[src/rtl/nibble_sort4_if.sv]
// Valid/ready nibble stream carrying one 4-bit operand per transfer.
// Latency: none; it only groups the wires.
// Backpressure: a transfer happens on an edge where valid and ready are both high.
interface nibble_sort4_if;
  logic       valid;
  logic [3:0] data;
  logic       ready;

  modport master (output valid, output data, input ready);
  modport slave  (input valid, input data, output ready);
endinterface

[src/rtl/nibble_sort4.sv]
// Four-nibble bubble sorter: load 4 operands, run 6 fixed compare/swap steps, stream out.
// Latency: out_valid rises 6 edges after the edge accepting the 4th operand.
// Backpressure: in_ready is low outside LOAD; out_data/out_idx hold while out_ready is low.

// Magnitude comparator cell: x means b > a, y means b < a, z means a == b.
module comparator (
  input  logic [3:0] a,
  input  logic [3:0] b,
  output logic       x,
  output logic       y,
  output logic       z
);
  assign x = (b > a);
  assign y = (b < a);
  assign z = (a == b);
endmodule

module nibble_sort4 #(
  parameter bit DESCEND = 1'b0
) (
  input  logic                  clk,
  input  logic                  reset,
  nibble_sort4_if.slave         in_bus,
  nibble_sort4_if.master        out_bus,
  output logic                  busy,
  output logic [2:0]            swap_count
);
  typedef enum logic [1:0] {LOAD, SORT, OUT} state_t;

  state_t     state;
  logic [3:0] mem [4];
  logic [1:0] load_idx;
  logic [1:0] out_idx;
  logic [2:0] step_idx;
  logic       in_ready_q;
  logic       out_valid_q;
  logic       busy_q;

  logic [1:0] pair_idx;
  logic [1:0] pair_nxt;
  logic [3:0] cmp_a;
  logic [3:0] cmp_b;
  logic       cmp_x;
  logic       cmp_y;
  logic       cmp_z;
  logic       do_swap;
  logic       accept_in;
  logic       accept_out;

  // Fixed three-pass schedule: steps 0..5 visit pairs 0,1,2,0,1,0.
  always_comb begin
    pair_idx = 2'd0;
    case (step_idx)
      3'd1:    pair_idx = 2'd1;
      3'd2:    pair_idx = 2'd2;
      3'd4:    pair_idx = 2'd1;
      default: pair_idx = 2'd0;
    endcase
  end

  assign pair_nxt = pair_idx + 2'd1;
  assign cmp_a    = mem[pair_idx];
  assign cmp_b    = mem[pair_nxt];

  comparator u_cmp (
    .a (cmp_a),
    .b (cmp_b),
    .x (cmp_x),
    .y (cmp_y),
    .z (cmp_z)
  );

  // Equal operands never swap, which keeps the sort stable.
  assign do_swap    = !cmp_z && (DESCEND ? cmp_x : cmp_y);
  assign accept_in  = in_ready_q && in_bus.valid;
  assign accept_out = out_valid_q && out_bus.ready;

  assign in_bus.ready  = in_ready_q;
  assign out_bus.valid = out_valid_q;
  assign out_bus.data  = out_valid_q ? mem[out_idx] : 4'd0;
  assign busy          = busy_q;

  // Control FSM with registered handshake flags, operand storage and swap counter.
  always_ff @(posedge clk or posedge reset) begin
    if (reset) begin
      state       <= LOAD;
      for (int k = 0; k < 4; k++) mem[k] <= 4'd0;
      load_idx    <= 2'd0;
      out_idx     <= 2'd0;
      step_idx    <= 3'd0;
      in_ready_q  <= 1'b1;
      out_valid_q <= 1'b0;
      busy_q      <= 1'b0;
      swap_count  <= 3'd0;
    end else begin
      case (state)
        LOAD: begin
          if (accept_in) begin
            mem[load_idx] <= in_bus.data;
            if (load_idx == 2'd0) swap_count <= 3'd0;
            if (load_idx == 2'd3) begin
              load_idx   <= 2'd0;
              state      <= SORT;
              in_ready_q <= 1'b0;
              busy_q     <= 1'b1;
            end else begin
              load_idx <= load_idx + 2'd1;
            end
          end
        end
        SORT: begin
          if (do_swap) begin
            mem[pair_idx] <= cmp_b;
            mem[pair_nxt] <= cmp_a;
            swap_count    <= swap_count + 3'd1;
          end
          if (step_idx == 3'd5) begin
            step_idx    <= 3'd0;
            state       <= OUT;
            busy_q      <= 1'b0;
            out_valid_q <= 1'b1;
          end else begin
            step_idx <= step_idx + 3'd1;
          end
        end
        OUT: begin
          if (accept_out) begin
            if (out_idx == 2'd3) begin
              out_idx     <= 2'd0;
              state       <= LOAD;
              out_valid_q <= 1'b0;
              in_ready_q  <= 1'b1;
            end else begin
              out_idx <= out_idx + 2'd1;
            end
          end
        end
        default: begin
          state       <= LOAD;
          in_ready_q  <= 1'b1;
          out_valid_q <= 1'b0;
          busy_q      <= 1'b0;
        end
      endcase
    end
  end
endmodule

[src/flat_wrapper.sv]
// flat-port wrapper written by rule: the top's interface ports become plain ports
module nibble_sort4_flat 
#(
  parameter bit DESCEND = 1'b0
)
  (clk, reset, busy, swap_count, in_bus_valid, in_bus_data, in_bus_ready, out_bus_valid, out_bus_data, out_bus_ready);
  nibble_sort4_if in_bus_i ();
  nibble_sort4_if out_bus_i ();
  input  logic clk;
  input  logic reset;
  output logic busy;
  output logic [2:0] swap_count;
  input wire logic [$bits(in_bus_i.valid)-1:0] in_bus_valid;
  input wire logic [$bits(in_bus_i.data)-1:0] in_bus_data;
  output wire logic [$bits(in_bus_i.ready)-1:0] in_bus_ready;
  output wire logic [$bits(out_bus_i.valid)-1:0] out_bus_valid;
  output wire logic [$bits(out_bus_i.data)-1:0] out_bus_data;
  input wire logic [$bits(out_bus_i.ready)-1:0] out_bus_ready;
  assign in_bus_i.valid = in_bus_valid;
  assign in_bus_i.data = in_bus_data;
  assign in_bus_ready = in_bus_i.ready;
  assign out_bus_valid = out_bus_i.valid;
  assign out_bus_data = out_bus_i.data;
  assign out_bus_i.ready = out_bus_ready;
  nibble_sort4 #(.DESCEND(DESCEND)) u_core (.clk(clk), .reset(reset), .in_bus(in_bus_i), .out_bus(out_bus_i), .busy(busy), .swap_count(swap_count));
endmodule
[config.mk]
export PLATFORM = sky130hd
export DESIGN_NAME = nibble_sort4_flat
export DESIGN_NICKNAME = d
export VERILOG_FILES = /design/src/rtl/nibble_sort4_if.sv /design/src/rtl/nibble_sort4.sv /design/src/flat_wrapper.sv
export SDC_FILE = /design/constraint.sdc
export NUM_CORES = 1
export LEC_CHECK = 0
export ABC_CLOCK_PERIOD_IN_PS = 3910
export CAP_MARGIN = 25
export CORE_MARGIN = 10
export CORE_UTILIZATION = 50
export DETAILED_ROUTE_END_ITERATION = 8
export PLACE_DENSITY = 0.74
export SLEW_MARGIN = 20
export SYNTH_ARGS = -nofsm -noshare
export SYNTH_HDL_FRONTEND = slang
export SYNTH_SLANG_ARGS = --single-unit
[constraint.sdc]
create_clock -name clk -period 3.91 [get_ports clk]
set_input_delay 0.782 -clock clk [delete_from_list [all_inputs] [get_ports clk]]
set_output_delay 0.782 -clock clk [all_outputs]
set_load 0.02 [all_outputs]
* Word level (Yosys, flattened, before mapping)
Index checks and enable logic that the tools add are counted.
W data, S select, Z words.
** Word-level totals
- Logic and storage cells :: 116
- Bits in registers :: 31
- Bits of input ports :: 8
- Output and inout port bits :: 10
** Operators by class
- Muxes and demuxes :: 49
- $add $sub $neg :: 5
- $lt $le $gt $ge :: 8
- Equality and inequality tests :: 16
- Reduce and logical (&&, ||, !) cells :: 19
- Bitwise operators :: 7
** Operators by type and width (count)
- $bwmux W16 :: 3
- $mux W4 :: 10
- $mux W16 :: 2
- $pmux W16 S2 :: 1
- $bmux W4 S2 :: 3
- $demux W4 S2 :: 3
- $mux W2 :: 7
- $ne A2 B1 Y1 const B :: 7
- $ge A3 B3 Y1 const B :: 4
- $mux W3 :: 4
- $not A2 Y3 :: 4
- $reduce_and A4 Y1 :: 3
- $mux W1 :: 10
- $reduce_and A5 Y1 :: 2
- $lt A3 B1 Y1 const B :: 3
- $pmux W1 S3 :: 3
- $add A2 B1 Y2 const B :: 3
- $add A3 B1 Y3 const B :: 2
- $eq A2 B2 Y1 const B :: 3
- $eq A3 B3 Y1 const B :: 2
- $logic_and A1 B1 Y1 :: 6
- $pmux W2 S3 :: 1
- $pmux W3 S2 :: 1
- $eq A4 B4 Y1 :: 1
- 12 further kinds :: 16

* Logic depth before layout (Yosys ltp)
Gate-level depths: netlist (run 1).
- Word-level depth :: 13
- Gate-level depth with buffers :: 16
- Gate-level depth less buffers :: 13

* Modules after synthesis
Synthesis (run 1) repeated with hierarchy kept, for this count alone.
** Second synthesis, totals
- Cells, all modules :: 257
- Area, all modules :: 2377.3 um^2
** Modules (own cells, without submodules)
- nibble_sort4 :: cells an instance 241, instances 1, area each 2248.4 um^2, seq. area each 777.0 um^2
- comparator :: cells an instance 16, instances 1, area each 128.9 um^2, seq. area each 0.0 um^2

* Worst setup path after synthesis (run 1)
Ideal clock, no wire load.
- Path type :: register -> register
- Start point :: register u_core.step_idx[2]
- End point :: register u_core.mem[9] (netlist bit)
- Setup slack :: -0.020 ns
- Stages on the path, launching flop included :: 14
- Setup time :: 0.129 ns
- Path buffers :: 2
- Clock period less this slack :: 3.930 ns
- Data required time :: 3.781 ns
- Arrival time :: 3.801 ns
- Path through :: dfrtp_1 buf_4 or3b_2 ha_1 clkbuf_1 a2111oi_0 nor2_1 inv_1 ha_1 nand2b_1 a211oi_1 nor3_1 or2_4 a2111o_1
** On the way
- Longest elaborated chain between the ends :: 13
- Elaborated cells on any way between the ends :: 34
- Those cells by class :: 1 x add/sub; 5 x order compare; 5 x eq/ne; 15 x mux; 2 x bitwise; 6 x reduce/logical
** Ends and longest elaborated chain
- start, declared :: RTL line nibble_sort4.sv:34 : logic [2:0] step_idx;
- start signal, assigned :: RTL line nibble_sort4.sv:123 : step_idx <= step_idx + 3'd1;
- $eq A3 B1 Y1 or $eq A3 B3 Y1 (tied branches) :: RTL line nibble_sort4.sv:53 : case (step_idx)
- $reduce_or A2 Y1 (no line)
- $pmux W2 S2 (*) :: RTL line nibble_sort4.sv:53
- parallel branches: the longest is 10 deep, another holds $lt A4 B4 Y1
- end signal, assigned by index :: RTL line nibble_sort4.sv:99 : mem[load_idx] <= in_bus.data;
- end signal, assigned by index :: RTL line nibble_sort4.sv:113 : mem[pair_idx] <= cmp_b;
- end signal, assigned by index :: RTL line nibble_sort4.sv:114 : mem[pair_nxt] <= cmp_a;
- end, declared :: RTL line nibble_sort4.sv:31 : logic [3:0] mem [4];
Mark *: on every way between the ends. The select of a mux whose other input is x is not followed.
A chain may end at the register's enable or synchronous reset.

* Worst setup path after layout (run 1)
- Start point :: register u_core.step_idx[2]
- End point :: register u_core.mem[2] (netlist bit)
Same word-level chain as after synthesis.

==> results of run 1 <==
-- sequential cells by signal (all words and copies together) (netlist names) --
register and cells:
u_core.in_bus.ready 1, u_core.busy 1, u_core.step_idx 3, u_core.state 2, u_core.out_idx 2, u_core.load_idx 2, u_core.out_bus.valid 1, u_core.swap_count 3
u_core.mem 16
-- cells by family (layout without fill, tap and decap cells) --
family / Yosys count / count (layout) / share of synthesized area, %
xor gates and xnor gates: 4 / 4 / 2.165
and+or+nand+nor: 94 / 94 / 21.50
AOI/OAI and AO/OA: 89 / 89 / 25.28
muxes: 10 / 10 / 6.596
DFF: 31 / 31 / 31.27
buffers and inverters: 30 / 54 / 5.639
adders and majority gates: 15 / 15 / 7.553
-- power by group --
group | switching [W] | leakage [nW] | internal [W]
clock network | 0.000131 | 0.0581 | 0.000190
registers | 0.000150 | 0.383 | 0.000427
logic | 0.00111 | 0.762 | 0.000795
-- worst max-delay path, stage by stage, from the launching register on --
cell       delay (ns)
dfrtp_1          0.37
or3b_2           0.52
ha_1             0.41
nor2b_1          0.07
a2111oi_0        0.45
or2_2            0.23
inv_1            0.06
ha_1             0.27
o21ai_0          0.32
nor3_1           0.11
buf_4            0.20
or3_1            0.37
o221ai_1         0.21
-- cell type report --
cell class	instances	area, um^2
Clock buffer	5	68.82
Clock inverter	3	43.79
Fill cell	419	1859
Inverter	15	56.30
Multi-Input combinational cell	212	1590
Sequential cell	31	777.0
Tap cell	67	83.83
Timing Repair Buffer	31	275.3
-- repair_timing --
| action | CTS | global route |
|---|---|---|
| setup endpoints to repair | 0 | 13 |
| hold buffers | 0 | 0 |
| gates resized for setup | 0 | 4 |
-- cells in the final DEF, fill, tap and decap left out, types with 3 or more instances in the layout --
master / instances
clkdlybuf4s50_1: 17
o21ai_0: 23
nor2_1: 14
and2_1: 4
a221oi_1: 9
a21oi_1: 14
o31ai_1: 10
nor3_1: 9
nand2b_1: 8
ha_1: 15
o211ai_1: 5
a221o_1: 4
mux2i_1: 4
mux4_2: 5
clkbuf_8: 5
dfrtp_1: 30
nand3_1: 11
buf_4: 14
nor2b_1: 10
o221ai_1: 4
nand2_1: 13
inv_1: 15
or3_1: 6
nor4_1: 3
or2_1: 3
-- path summary, 6_finish.rpt --
kind | from | end | slack [ns] | depth (start not counted)
setup / recovery | u_core.step_idx[2] | u_core.mem[2] | 0.23 | 12
hold / removal | u_core.swap_count[0] | u_core.swap_count[0] | 0.53 | 1
setup reg to reg | u_core.step_idx[2] | u_core.mem[2] | 0.23 | 12
hold reg to reg | u_core.swap_count[0] | u_core.swap_count[0] | 0.53 | 1
max in group asynchronous | reset | u_core.in_bus.ready | 2.72 | 3
min in group asynchronous | reset | u_core.state[0] | 0.87 | 3
-- per-layer routing --
layer / up-vias / share of wire [%] / track usage [%]
li1: 1087 / - / -
met1: 1065 / 47 / 21.12
met2: 97 / 43 / 23.20
met3: 17 / 7.6 / 5.071
met4: 0 / 2.0 / 4.244
met5: - / 0 / 0
-- stage by stage --
step	area, um^2	cells	total power [W]	hold WS (ns)
after floorplan	2486	273	0.001861	0.4867
after global placement	2761	356	0.002393	0.5204
after detailed placement	2761	356	0.002404	0.5252
after CTS	2874	364	0.002738	0.5338
after global routing	2895	364	0.003045	0.5478
final	2895	364	0.002800	0.5328
==> flow_summary.yaml, run 1 <==
logic_synthesis:
  synth_cells: 273
  synth-async-reset-ratio_pct: 100.0
  synth_top_area_share_pct: 30.21
  yosysWarnings: 0
  synthTopCellsByCount: "30 x dfrtp_1, 23 x o21ai_0, 15 x ha_1, 15 x inv_1"
  yosysMostFrequentCell: "dfrtp_1"
  synth-main-ff-cell: "dfrtp_1"
  synth_area_um2: 2485
  synth_edf_count: 0
  synthDistinctLibCells: 57
  yosysSeqAreaShare_pct: 31.27
  syn_avg_cell_area_um2: 9.102
  synthTopCellsByArea: "dfrtp_1 30%, ha_1 7.6%, o21ai_0 4.6%"
  postSynthNetCount: 296
  yosysTopAreaCell: "dfrtp_1"
  synth-seq-cells: 31
drt:
  detail-route-antenna-nets: 0
  drtIter0Drc: 201
  drc: 0
  routed_via_density: 6.225
  wl_per_cell_um: 17.68
  finalWirelength_mm: 6.436
  vias: 2266
  first_pass_iters: 5
floorplan:
  core_area_um2: 4755
  start_util_pct: 52.26
  rows: 25
  dieArea_um2: 8189
  io_pins: 18
  die_h_um: 90.50
  die_x_um: 90.50
min_path:
  min_path_type: "flip-flop to flip-flop"
setup_path:
  cp.required_ns: 4.10
  crit_fanout: 17
  critPathArrivalTime_ns: 3.87
  critical_path.endpoint_type: "flip-flop"
  start_kind: "flip-flop"
  critical_path_class: "flip-flop to flip-flop"
placed_design:
  portBuffers: 17
  dpl.hpwl_mm: 4.876
  place_ws_ns: 0.1872
  gp_congestion: 0.9883
sta:
  slew_viol_final: 0
  fin_worst_skew_ns: 0.01314
  rsz0062_at_grt: "false"
  final.setup.worst_slack_ns: 0.2296
  layout_min_cycle_time_ns: 3.680
  hold_viol_final: 0
  setup_tns_ns: 0
  worst_pin_slew_ns: 0.8453
  finalCritPeriodShare_pct: 94.13
  relSlewSlack_pct: 43.64
  fmax_mhz: 271.7
  finalSetupViolCount: 0
clock_tree:
  htreeDepth: 2
  cts_setup_buffers: 0
  clkSlewWorstSetupHoldPaths_ns: 0.08
  cts-root-buf: "clkbuf_8"
  clk_latency_ns: 0.29
  clockBufferDepth: 2
  cts_buffers: 5
  clock_sinks: 31
  tritoncts: "yes"
power_and_ir_drop:
  vdd_ir_drop_max_uv: 495.8
  cellPowerDensity_nw_per_um2: 967.1
  p_leak_nw: 1.203
finish:
  drive_above_1_share_pct: 14.48
  fin_util_pct: 60.89
  finalNetCount: 319
  area.growth.synth_to_final_pct: 16.52
  antenna_cells: 0
grt:
  grt_usage_pct: 15.64
  antenna_found_initial: 0
  grt_overflow: 0
  grt_pass1_vias: 2100
  grt_pass1_wl_mm: 10.70
  grt_max_degree: 32
outcome:
  outcome: "completed"
job:
  drv_cap: 0
(Power assumes the default switching activity.)
==> inputs of run 2 (changes only) <==
- SKIP_CTS_REPAIR_TIMING: default -> 1
==> results of run 2 <==
Final layout, timing and power as in run 1 (identical DEF).
